**config.mk**
```make
export PLATFORM = sky130hd
export DESIGN_NAME = mem_access_unit_flat
export DESIGN_NICKNAME = d
export VERILOG_FILES = /design/src/rtl/mem_access_unit_if.sv /design/src/rtl/mem_access_unit.sv /design/src/flat_wrapper.sv
export SDC_FILE = /design/constraint.sdc
export NUM_CORES = 1
export LEC_CHECK = 0
export BUFFER_PORTS_ARGS = -buffer_cell sky130_fd_sc_hd__buf_2
export CORE_AREA = 5 5 132 102
export CTS_CLUSTER_DIAMETER = 60
export DETAILED_ROUTE_END_ITERATION = 6
export DIE_AREA = 0 0 137 107
export PLACE_DENSITY = 0.78
export SYNTH_ARGS = -nofsm -noshare
export SYNTH_HDL_FRONTEND = slang
export SYNTH_SLANG_ARGS = --single-unit
```
**constraint.sdc**
```tcl
create_clock -name clk_i -period 5 [get_ports clk_i]
set_clock_uncertainty 0.1 [all_clocks]
set_input_delay 0.5 -clock clk_i [delete_from_list [all_inputs] [get_ports clk_i]]
set_output_delay 0.5 -clock clk_i [all_outputs]
set_load 0.02 [all_outputs]
```
**src/rtl/mem_access_unit_if.sv**
```systemverilog
// ---------------------------------------------------------------------------
// mem_access_unit_if
// Byte-wide data-memory port between the memory access stage (master) and the
// data memory (slave).
//
// Handshake: the master raises mem_req together with mem_we/mem_addr/mem_wdata
// and holds all of them stable until the slave returns mem_ack for exactly one
// cycle. The transfer completes on the rising edge where mem_req and mem_ack
// are both high. For reads, mem_rdata is only meaningful in that same cycle.
//
// Signals:
//   mem_req    master->slave  byte transfer request
//   mem_we     master->slave  1 = write byte, 0 = read byte
//   mem_addr   master->slave  byte address
//   mem_wdata  master->slave  write byte
//   mem_rdata  slave->master  read byte, valid with mem_ack
//   mem_ack    slave->master  transfer accepted/completed this cycle
// ---------------------------------------------------------------------------
interface mem_access_unit_if #(
  parameter int ADDR_WIDTH = 32
);
  logic                  mem_req;
  logic                  mem_we;
  logic [ADDR_WIDTH-1:0] mem_addr;
  logic [7:0]            mem_wdata;
  logic [7:0]            mem_rdata;
  logic                  mem_ack;

  modport master (
    output mem_req, mem_we, mem_addr, mem_wdata,
    input  mem_rdata, mem_ack
  );

  modport slave (
    input  mem_req, mem_we, mem_addr, mem_wdata,
    output mem_rdata, mem_ack
  );
endinterface

```
**src/rtl/mem_access_unit.sv**
```systemverilog
// ---------------------------------------------------------------------------
// mem_access_unit
// Data-memory access stage of a single-cycle MIPS-style core. Takes the
// decoder's MemRead/MemWrite/MemNum/UnSigned controls and the ALU address and
// performs byte, halfword or word loads/stores as a sequence of big-endian
// byte transfers on the mem port. The core is held through stall_o until the
// access finishes; done_o pulses with a status in err_o.
//
// Ports:
//   clk_i, rst_i        clock (rising edge), asynchronous active-high reset
//   MemRead_i           load request
//   MemWrite_i          store request (wins if both are set)
//   MemNum_i            size: 00 none, 01 byte, 10 half, 11 word
//   UnSigned_i          1 = zero-extend load, 0 = sign-extend
//   addr_i              byte address
//   wdata_i             store data
//   rdata_o             extended load result, held until the next good load
//   stall_o             core must hold its state this cycle
//   done_o              one-cycle completion pulse
//   err_o               with done_o: 00 ok, 01 misaligned, 10 ack timeout
//   mem                 byte-wide memory port (master side)
// ---------------------------------------------------------------------------
module mem_access_unit #(
  parameter int ADDR_WIDTH  = 32,
  parameter int ACK_TIMEOUT = 16
) (
  input  logic                  clk_i,
  input  logic                  rst_i,
  input  logic                  MemRead_i,
  input  logic                  MemWrite_i,
  input  logic [1:0]            MemNum_i,
  input  logic                  UnSigned_i,
  input  logic [ADDR_WIDTH-1:0] addr_i,
  input  logic [31:0]           wdata_i,
  output logic [31:0]           rdata_o,
  output logic                  stall_o,
  output logic                  done_o,
  output logic [1:0]            err_o,
  mem_access_unit_if.master     mem
);

  localparam int CW = $clog2(ACK_TIMEOUT + 1);

  typedef enum logic [1:0] {IDLE, XFER, DONE, ERR} state_t;

  state_t                state_q, state_d;
  logic [ADDR_WIDTH-1:0] base_q, base_d;
  logic [1:0]            size_q, size_d;
  logic [1:0]            idx_q, idx_d;
  logic [1:0]            err_q, err_d;
  logic                  we_q, we_d;
  logic                  uns_q, uns_d;
  logic [31:0]           wdata_q, wdata_d;
  logic [23:0]           acc_q, acc_d;
  logic [31:0]           rdata_q, rdata_d;
  logic [CW-1:0]         cnt_q, cnt_d;

  logic                  req;
  logic                  misaligned;
  logic [1:0]            last_idx;
  logic [1:0]            shift;
  logic [31:0]           acc_nx;
  logic [31:0]           load_ext;
  logic [CW-1:0]         cnt_inc;

  assign req        = (MemRead_i | MemWrite_i) & (MemNum_i != 2'b00);
  assign misaligned = ((MemNum_i == 2'b10) & addr_i[0]) |
                      ((MemNum_i == 2'b11) & (addr_i[1:0] != 2'b00));

  // Index of the final byte: 0 for byte, 1 for half, 3 for word.
  always_comb begin
    case (size_q)
      2'b01:   last_idx = 2'd0;
      2'b10:   last_idx = 2'd1;
      default: last_idx = 2'd3;
    endcase
  end

  // Big-endian: index 0 carries the most significant byte of the N-byte field,
  // so the byte lane counts down from last_idx as the index counts up.
  assign shift   = last_idx - idx_q;
  assign acc_nx  = {acc_q, mem.mem_rdata};
  assign cnt_inc = cnt_q + 1'b1;

  always_comb begin
    case (size_q)
      2'b01:   load_ext = {{24{~uns_q & acc_nx[7]}},  acc_nx[7:0]};
      2'b10:   load_ext = {{16{~uns_q & acc_nx[15]}}, acc_nx[15:0]};
      default: load_ext = acc_nx;
    endcase
  end

  assign mem.mem_req   = (state_q == XFER);
  assign mem.mem_we    = (state_q == XFER) & we_q;
  assign mem.mem_addr  = base_q + ADDR_WIDTH'(idx_q);
  assign mem.mem_wdata = ((state_q == XFER) & we_q) ? wdata_q[{shift, 3'b000} +: 8] : 8'h00;
  assign rdata_o       = rdata_q;

  always_comb begin
    state_d = state_q;
    base_d  = base_q;
    size_d  = size_q;
    idx_d   = idx_q;
    err_d   = err_q;
    we_d    = we_q;
    uns_d   = uns_q;
    wdata_d = wdata_q;
    acc_d   = acc_q;
    rdata_d = rdata_q;
    cnt_d   = cnt_q;
    stall_o = 1'b0;
    done_o  = 1'b0;
    err_o   = 2'b00;
    case (state_q)
      IDLE: begin
        if (req) begin
          stall_o = 1'b1;
          if (misaligned) begin
            err_d   = 2'b01;
            state_d = ERR;
          end else begin
            base_d  = addr_i;
            size_d  = MemNum_i;
            we_d    = MemWrite_i;
            uns_d   = UnSigned_i;
            wdata_d = wdata_i;
            idx_d   = 2'd0;
            cnt_d   = '0;
            acc_d   = '0;
            state_d = XFER;
          end
        end
      end
      XFER: begin
        stall_o = 1'b1;
        if (mem.mem_ack) begin
          cnt_d = '0;
          idx_d = idx_q + 2'd1;
          if (!we_q) acc_d = acc_nx[23:0];
          if (idx_q == last_idx) begin
            state_d = DONE;
            if (!we_q) rdata_d = load_ext;
          end
        end else if (cnt_inc == CW'(ACK_TIMEOUT)) begin
          err_d   = 2'b10;
          state_d = ERR;
        end else begin
          cnt_d = cnt_inc;
        end
      end
      DONE: begin
        // The request is still visible here, but the core advances this
        // cycle, so it must not be restarted.
        done_o  = 1'b1;
        state_d = IDLE;
      end
      ERR: begin
        done_o  = 1'b1;
        err_o   = err_q;
        state_d = IDLE;
      end
      default: state_d = IDLE;
    endcase
  end

  always_ff @(posedge clk_i or posedge rst_i) begin
    if (rst_i) begin
      state_q <= IDLE;
      base_q  <= '0;
      size_q  <= 2'b00;
      idx_q   <= 2'd0;
      err_q   <= 2'b00;
      we_q    <= 1'b0;
      uns_q   <= 1'b0;
      wdata_q <= '0;
      acc_q   <= '0;
      rdata_q <= '0;
      cnt_q   <= '0;
    end else begin
      state_q <= state_d;
      base_q  <= base_d;
      size_q  <= size_d;
      idx_q   <= idx_d;
      err_q   <= err_d;
      we_q    <= we_d;
      uns_q   <= uns_d;
      wdata_q <= wdata_d;
      acc_q   <= acc_d;
      rdata_q <= rdata_d;
      cnt_q   <= cnt_d;
    end
  end

endmodule

```
**src/flat_wrapper.sv**
```systemverilog
// flat-port wrapper written by rule: the top's interface ports become plain ports
module mem_access_unit_flat 
#(
  parameter int ADDR_WIDTH  = 32,
  parameter int ACK_TIMEOUT = 16
)
  (clk_i, rst_i, MemRead_i, MemWrite_i, MemNum_i, UnSigned_i, addr_i, wdata_i, rdata_o, stall_o, done_o, err_o, mem_mem_req, mem_mem_we, mem_mem_addr, mem_mem_wdata, mem_mem_rdata, mem_mem_ack);
  mem_access_unit_if #(.ADDR_WIDTH(ADDR_WIDTH)) mem_i ();
  input  logic clk_i;
  input  logic rst_i;
  input  logic MemRead_i;
  input  logic MemWrite_i;
  input  logic [1:0] MemNum_i;
  input  logic UnSigned_i;
  input  logic [ADDR_WIDTH-1:0] addr_i;
  input  logic [31:0] wdata_i;
  output logic [31:0] rdata_o;
  output logic stall_o;
  output logic done_o;
  output logic [1:0] err_o;
  output wire logic [$bits(mem_i.mem_req)-1:0] mem_mem_req;
  output wire logic [$bits(mem_i.mem_we)-1:0] mem_mem_we;
  output wire logic [$bits(mem_i.mem_addr)-1:0] mem_mem_addr;
  output wire logic [$bits(mem_i.mem_wdata)-1:0] mem_mem_wdata;
  input wire logic [$bits(mem_i.mem_rdata)-1:0] mem_mem_rdata;
  input wire logic [$bits(mem_i.mem_ack)-1:0] mem_mem_ack;
  assign mem_mem_req = mem_i.mem_req;
  assign mem_mem_we = mem_i.mem_we;
  assign mem_mem_addr = mem_i.mem_addr;
  assign mem_mem_wdata = mem_i.mem_wdata;
  assign mem_i.mem_rdata = mem_mem_rdata;
  assign mem_i.mem_ack = mem_mem_ack;
  mem_access_unit #(.ADDR_WIDTH(ADDR_WIDTH), .ACK_TIMEOUT(ACK_TIMEOUT)) u_core (.clk_i(clk_i), .rst_i(rst_i), .MemRead_i(MemRead_i), .MemWrite_i(MemWrite_i), .MemNum_i(MemNum_i), .UnSigned_i(UnSigned_i), .addr_i(addr_i), .wdata_i(wdata_i), .rdata_o(rdata_o), .stall_o(stall_o), .done_o(done_o), .err_o(err_o), .mem(mem_i));
endmodule
```
==> results.toml, run 1 <==
[status]
status = "finished clean"

[timing]
finalHoldViolCount = 0
holdWs_ns = 0.123
tightest_slew_ns = 1.32
period_share_pct = 78.7
fin_crit_ns = 3.94
rsz0062_at_grt = "no"
slew_headroom_pct = 11.5
max_freq_mhz = 254
setup_viol = 0
fin_setup_tns_ns = 0
maxSlewViolCount = 0
setup_ws_ns = 1.06

[clock_tree]
hold_buffers = 0
clock_latency_ns = 0.41
cts_setup_buffers = 0
clock_sinks = 135
root_buffer = "clkbuf_16"
tritoncts = "yes"
h-tree-depth = 4
cts_buffers = 17
cts_max_path_buffers = 2
clkSlewWorstSetupHoldPaths_ns = 0.06
cts_resized = 0

[pwr]
cellPowerDensity_nw_per_um2 = 719
intPower_mw = 3.32
seqPwrFrac_pct = 36.2
p_sw_share_pct = 40.0
ir_worst_vdd_mv = 0.306
power.total_mw = 5.54
p_comb_share_pct = 42.5
leakagePower_nw = 3.82
switching_power_mw = 2.22
clockPowerShare_pct = 21.3

[setup_path]
path_class = "reg2out"
slowest_delay_ns = 0.92
slowest_stage = "xor2_2"
cp.required_ns = 4.40
start_kind = "flip-flop"
cp_cell_sequence = "inv_1, ha_1, xnor2_1, xor2_2, mux2i_1, o22ai_1, buf_2"
cp_num_buf_inv = 2
critPathArrivalTime_ns = 3.34
crit_path_end_kind = "primary output"
path_delay_family = "XOR/XNOR gates"
crit_fanout = 19

[route]
wl_per_cell_um = 16.9
drc = 0
ant_nets = 0
drt_wl_total_um = 14600
via_per_inst = 5.40
drt_pass1_iterations = 5
drt_iter0_markers = 254
vias = 4669

[synthesis]
synth-main-ff-cell = "dfrtp_1"
yosysTopAreaCell = "dfrtp_1"
synth_area_leaders = "dfrtp_1 (54%), mux2_2 (13%), a22o_1 (3.4%)"
yosysSeqAreaShare_pct = 54.1
ys_types = 44
async_reset_ff_share_pct = 100
yosys_warnings = 0
synth_edf_count = 0
avgSynthCellArea_um2 = 11.6
syn_inst = 536
ys_ff_latch = 135
yosysTopAreaCellShare_pct = 54.1
netlist_area_um2 = 6240
syn_nets = 623

[placed_design]
place.gp.congestion = 0.807
dpl.cell_count = 833
io_buffers = 157
placed_area_um2 = 7150
pre_cts_slack_ns = 1.44
dp_hpwl_um = 10500

[layout]
instances_no_fill = 864
nets = 773
antenna_cells = 0
syn_to_final_growth_pct = 23.5
final_area_um2 = 7700
fillers = 939
utilization_pct = 64.0
layout-drive-gt1-share_pct = 39.4

[min_path]
hold_class = "in2async"

[global_routing]
grt_pass1_vias = 4817
track_usage_pct = 20.4
grt_max_degree = 93
antenna_found_initial = 0
gr-total-overflow = 0
grt_first_pass_wirelength_um = 23600

[floorplanning]
die_h_um = 107
initial_core_util_pct = 51.8
rows = 35
die_x_um = 137
core_um2 = 12000
die-area_um2 = 14700
io_pins = 158

[run]
max-cap-violations = 0
## sequential cells by signal, indices dropped and copies added (netlist names)
name / cells
u_core.wdata_q: 32
u_core.state_q: 2
u_core.base_q: 32
u_core.cnt_q: 5
u_core.rdata_o: 32
u_core.we_q: 1
u_core.idx_q: 2
u_core.acc_q: 24
u_core.err_q: 2
u_core.size_q: 2
u_core.uns_q: 1
## worst reg2reg max path: stages (launching register included)
cell,delay (ns)
dfrtp_1,0.35
inv_1,0.06
ha_1,0.63
nor2_1,0.11
and3_1,0.33
a31oi_1,1.00
a21oi_1,0.24
a21o_1,0.24
## cell families after synthesis
kind of cell	synth area share [%]
AO/OA/AOI/OAI	11.4
XOR/XNOR	4.61
adder cells (fa/ha/maj)	1.52
buffers and inverters	2.85
flip-flops	54.1
multiplexers	15.7
AND/OR/NAND/NOR	9.75
## cell usage after synthesis, types with 2 or more instances
cell	instances
dfrtp_1	135
mux2_2	72
nand2_1	54
a21oi_1	30
a22o_1	24
o21ai_0	22
xnor2_1	21
a21o_1	17
clkbuf_1	17
mux2i_1	17
nor2_1	16
inv_1	11
buf_2	10
xor2_1	10
nand3_1	9
o22ai_1	9
and3_1	8
nor3_1	7
ha_1	6
nand4_1	6
nand2b_1	3
nand3b_1	3
nor2b_1	3
a211o_1	2
and2_1	2
and4_1	2
nor4_1	2
or2_2	2
## worst paths after layout
kind / slack, ns / cells past startpoint / endpoint / start
hold / removal: 0.12 / 2 / u_core.wdata_q[3] / rst_i
setup / recovery: 1.06 / 7 / mem_mem_wdata[2] / u_core.size_q[0]
max in group asynchronous: 3.54 / 3 / u_core.rdata_o[31] / rst_i
hold reg to reg: 0.37 / 1 / u_core.rdata_o[22] / u_core.rdata_o[22]
min in group clk_i: 0.21 / 2 / u_core.wdata_q[1] / wdata_i[1]
setup reg to reg: 1.85 / 7 / u_core.rdata_o[29] / u_core.size_q[0]
## area by class of cell
cell class              count  area (um2)  area share [%]
multi-input cells         360        2700            35.0
repair buffers            161         816            10.6
flip-flops and latches    135        3380            43.8
well taps                 166         208            2.70
inverters                  11        46.3           0.601
clock buffers              18         439            5.70
clock inverters            13         120            1.56
## cell usage in the layout (no fill, tap or decap), types with 3 or more instances in the layout
cell        count
clkbuf_16      17
dfrtp_1       135
nor2_1         15
buf_2         157
nand4_1         6
nand3_1         8
nor3_1          7
buf_4           4
clkinvlp_4      3
ha_1            6
mux2_2         72
nand2_1        54
mux2i_1        17
a21o_1         17
and3_1          8
a22o_1         24
inv_1          10
nand2b_1        3
inv_6           5
nor2b_1         3
xor2_1         10
o21ai_0        22
clkinv_2        3
xnor2_1        21
nand3b_1        3
o22ai_1         9
a21oi_1        30
## power by group through the flow
stage / sequential (mW) / clock (mW) / combinational, mW
after floorplan: 2.02 / 0 / 1.66
after global placement: 1.99 / 0 / 2.28
after detailed placement: 2.01 / 0 / 2.37
after CTS: 2.00 / 1.21 / 2.39
after global routing: 2.08 / 1.25 / 2.57
final: 2.00 / 1.18 / 2.35
## metal layers
layer  track usage (%)  routed length [um]  vias to the layer above
met4              6.48                 154                        0
met2              32.6                6990                      158
li1                  -                   -                     2202
met1              27.3                6450                     2292
met5                 0                   0                        -
met3              5.02                1000                       17
No activity file was read; power rests on OpenSTA's default activity.
==> run 2, diff against run 1 <==
==> constraint.sdc (replaced) <==
create_clock -name clk_i -period 3.7 [get_ports clk_i]
set_clock_uncertainty 0.1 [all_clocks]
set_input_delay 0.37 -clock clk_i [delete_from_list [all_inputs] [get_ports clk_i]]
set_output_delay 0.37 -clock clk_i [all_outputs]
set_load 0.02 [all_outputs]
==> results.toml, run 2 (synthesis gave the netlist of run 1 again) <==
[timing]
max_freq_mhz = 292
fin_setup_tns_ns = 0
slew_headroom_pct = 35.5
setup_viol = 0
finalHoldViolCount = 0
maxSlewViolCount = 0
rsz0062_at_grt = "no"
fin_crit_ns = 3.42
period_share_pct = 92.5
tightest_slew_ns = 0.968

[clock_tree]
clkSlewWorstSetupHoldPaths_ns = 0.06
clock_latency_ns = 0.41
cts_buffers = 17
cts_max_path_buffers = 2
hold_buffers = 0
h-tree-depth = 4
root_buffer = "clkbuf_16"
tritoncts = "yes"
clock_sinks = 135

[setup_path]
path_class = "reg2out"
slowest_delay_ns = 0.49
slowest_stage = "or3_1"
crit_end = "mem_mem_addr[20]"
r2r-end = "u_core.rdata_o[6]"
start_kind = "flip-flop"
crit_fanout = 6
critPathArrivalTime_ns = 2.95
crit_path_end_kind = "primary output"
crit_start = "u_core.idx_q[0]"
cp_num_cells = 9
regToRegSetupSlack_ns = 1.19
cp.required_ns = 3.23
cp_num_buf_inv = 2
cp_cell_sequence = "ha_1, inv_1, fa_1, nand3b_1, or3_1, nor2_1, nand4_1, xnor2_1, buf_2"
path_delay_family = "simple AND/OR/NAND/NOR gates"
reg2regPathDepth = 6
rr_startpoint = "u_core.size_q[0]"

[layout]
nets = 775
seq_area_um2 = 3380
fillers = 928
layout-drive-gt1-share_pct = 39.7
final_common_cell = "buf_2"
layout_common_cells = "buf_2 (157), dfrtp_1 (135), mux2_2 (72), nand2_1 (54), a21oi_1 (30)"
syn_to_final_growth_pct = 24.7
utilization_pct = 64.6
antenna_cells = 0
multi_input_area_um2 = 2700

[global_routing]
gr-total-overflow = 0
grt_max_degree = 94
track_usage_pct = 21.0
grt_pass1_vias = 4921
grt_first_pass_wirelength_um = 24400
antenna_found_initial = 0

[floorplanning]
core_um2 = 12000
initial_core_util_pct = 51.8
io_pins = 158
rows = 35
die_x_um = 137
die-area_um2 = 14700
die_h_um = 107

[pwr]
intPower_mw = 4.65
ir_worst_vdd_mv = 0.422
clockPowerShare_pct = 22.6
cellPowerDensity_nw_per_um2 = 984
seqPwrFrac_pct = 35.5
p_sw_share_pct = 39.3
p_comb_share_pct = 42.0
leakagePower_nw = 3.84
switching_power_mw = 3.01

[placed_design]
place.gp.congestion = 0.822
dp_hpwl_um = 10600
io_buffers = 157

[run]
max-cap-violations = 0

[route]
vias = 4678
ant_nets = 0
via_per_inst = 5.40
drt_iter0_markers = 273
drt_wl_total_um = 14900
drc = 0
wl_per_cell_um = 17.2
drt_pass1_iterations = 5

[status]
status = "finished clean"

[min_path]
hold_class = "in2async"
==> run 2: cell type report <==
type                            count  area share, %
Sequential cell                   135           43.4
Multi-Input combinational cell    360           34.7
Timing Repair Buffer              163           10.8
Clock buffer                       19           5.82
Tap cell                          166           2.67
Clock inverter                     12           1.95
Inverter                           11          0.579
==> run 2: routing by layer <==
layer | up-vias | global-route usage [%] | wire [um]
li1 | 2200 | - | -
met1 | 2312 | 27.9 | 6650
met2 | 143 | 33.9 | 7170
met3 | 23 | 5.86 | 928
met4 | 0 | 6.05 | 187
met5 | - | 0 | 0
==> run 2: what timing repair did <==
action / CTS / global route
setup endpoints to repair: 0 / 1
buffers inserted: 0 / 0
gates resized for setup: 0 / 1
==> run 2: worst min path at each step <==
stage	slack (ns)	startpoint	end	cells after the start
after floorplan	0.37	u_core.acc_q[16]	u_core.acc_q[16]	1
after global placement	0.36	u_core.rdata_o[30]	u_core.rdata_o[30]	1
after detailed placement	0.36	u_core.rdata_o[22]	u_core.rdata_o[22]	1
after CTS	0.06	addr_i[30]	u_core.base_q[30]	3
after global routing	0.07	wdata_i[7]	u_core.wdata_q[7]	2
final	0.05	rst_i	u_core.wdata_q[3]	2
==> run 2: worst register-to-register path, delay by kind of cell (launching register included) <==
family                   cells  cell delay, ns
XOR/XNOR                     1            0.26
buffers and inverters        2            0.50
adder cells (fa/ha/maj)      1            0.65
AND/OR/NAND/NOR              1            0.12
multiplexers                 1            0.42
flip-flops                   1            0.34
==> run 2: through the flow <==
stage | cells | hold slack [ns] | worst slack (ns) | power (mW) | instance area [um2]
CTS | 866 | 0.0586 | 0.141 | 7.71 | 7780
global route | 866 | 0.0742 | 0.0616 | 8.15 | 7780
finish | 866 | 0.0511 | 0.279 | 7.66 | 7780
detailed placement | 835 | 0.362 | 0.598 | 5.95 | 7170
floorplan | 536 | 0.366 | 0.890 | 4.97 | 6240
global placement | 835 | 0.359 | 0.764 | 5.80 | 7170
==> run 2: power by group through the flow <==
stage | Combinational (mW) | Clock [mW] | Sequential [mW]
CTS | 3.24 | 1.76 | 2.71
floorplan | 2.24 | 0 | 2.73
finish | 3.21 | 1.73 | 2.72
global placement | 3.12 | 0 | 2.68
detailed placement | 3.23 | 0 | 2.72
global route | 3.51 | 1.83 | 2.81
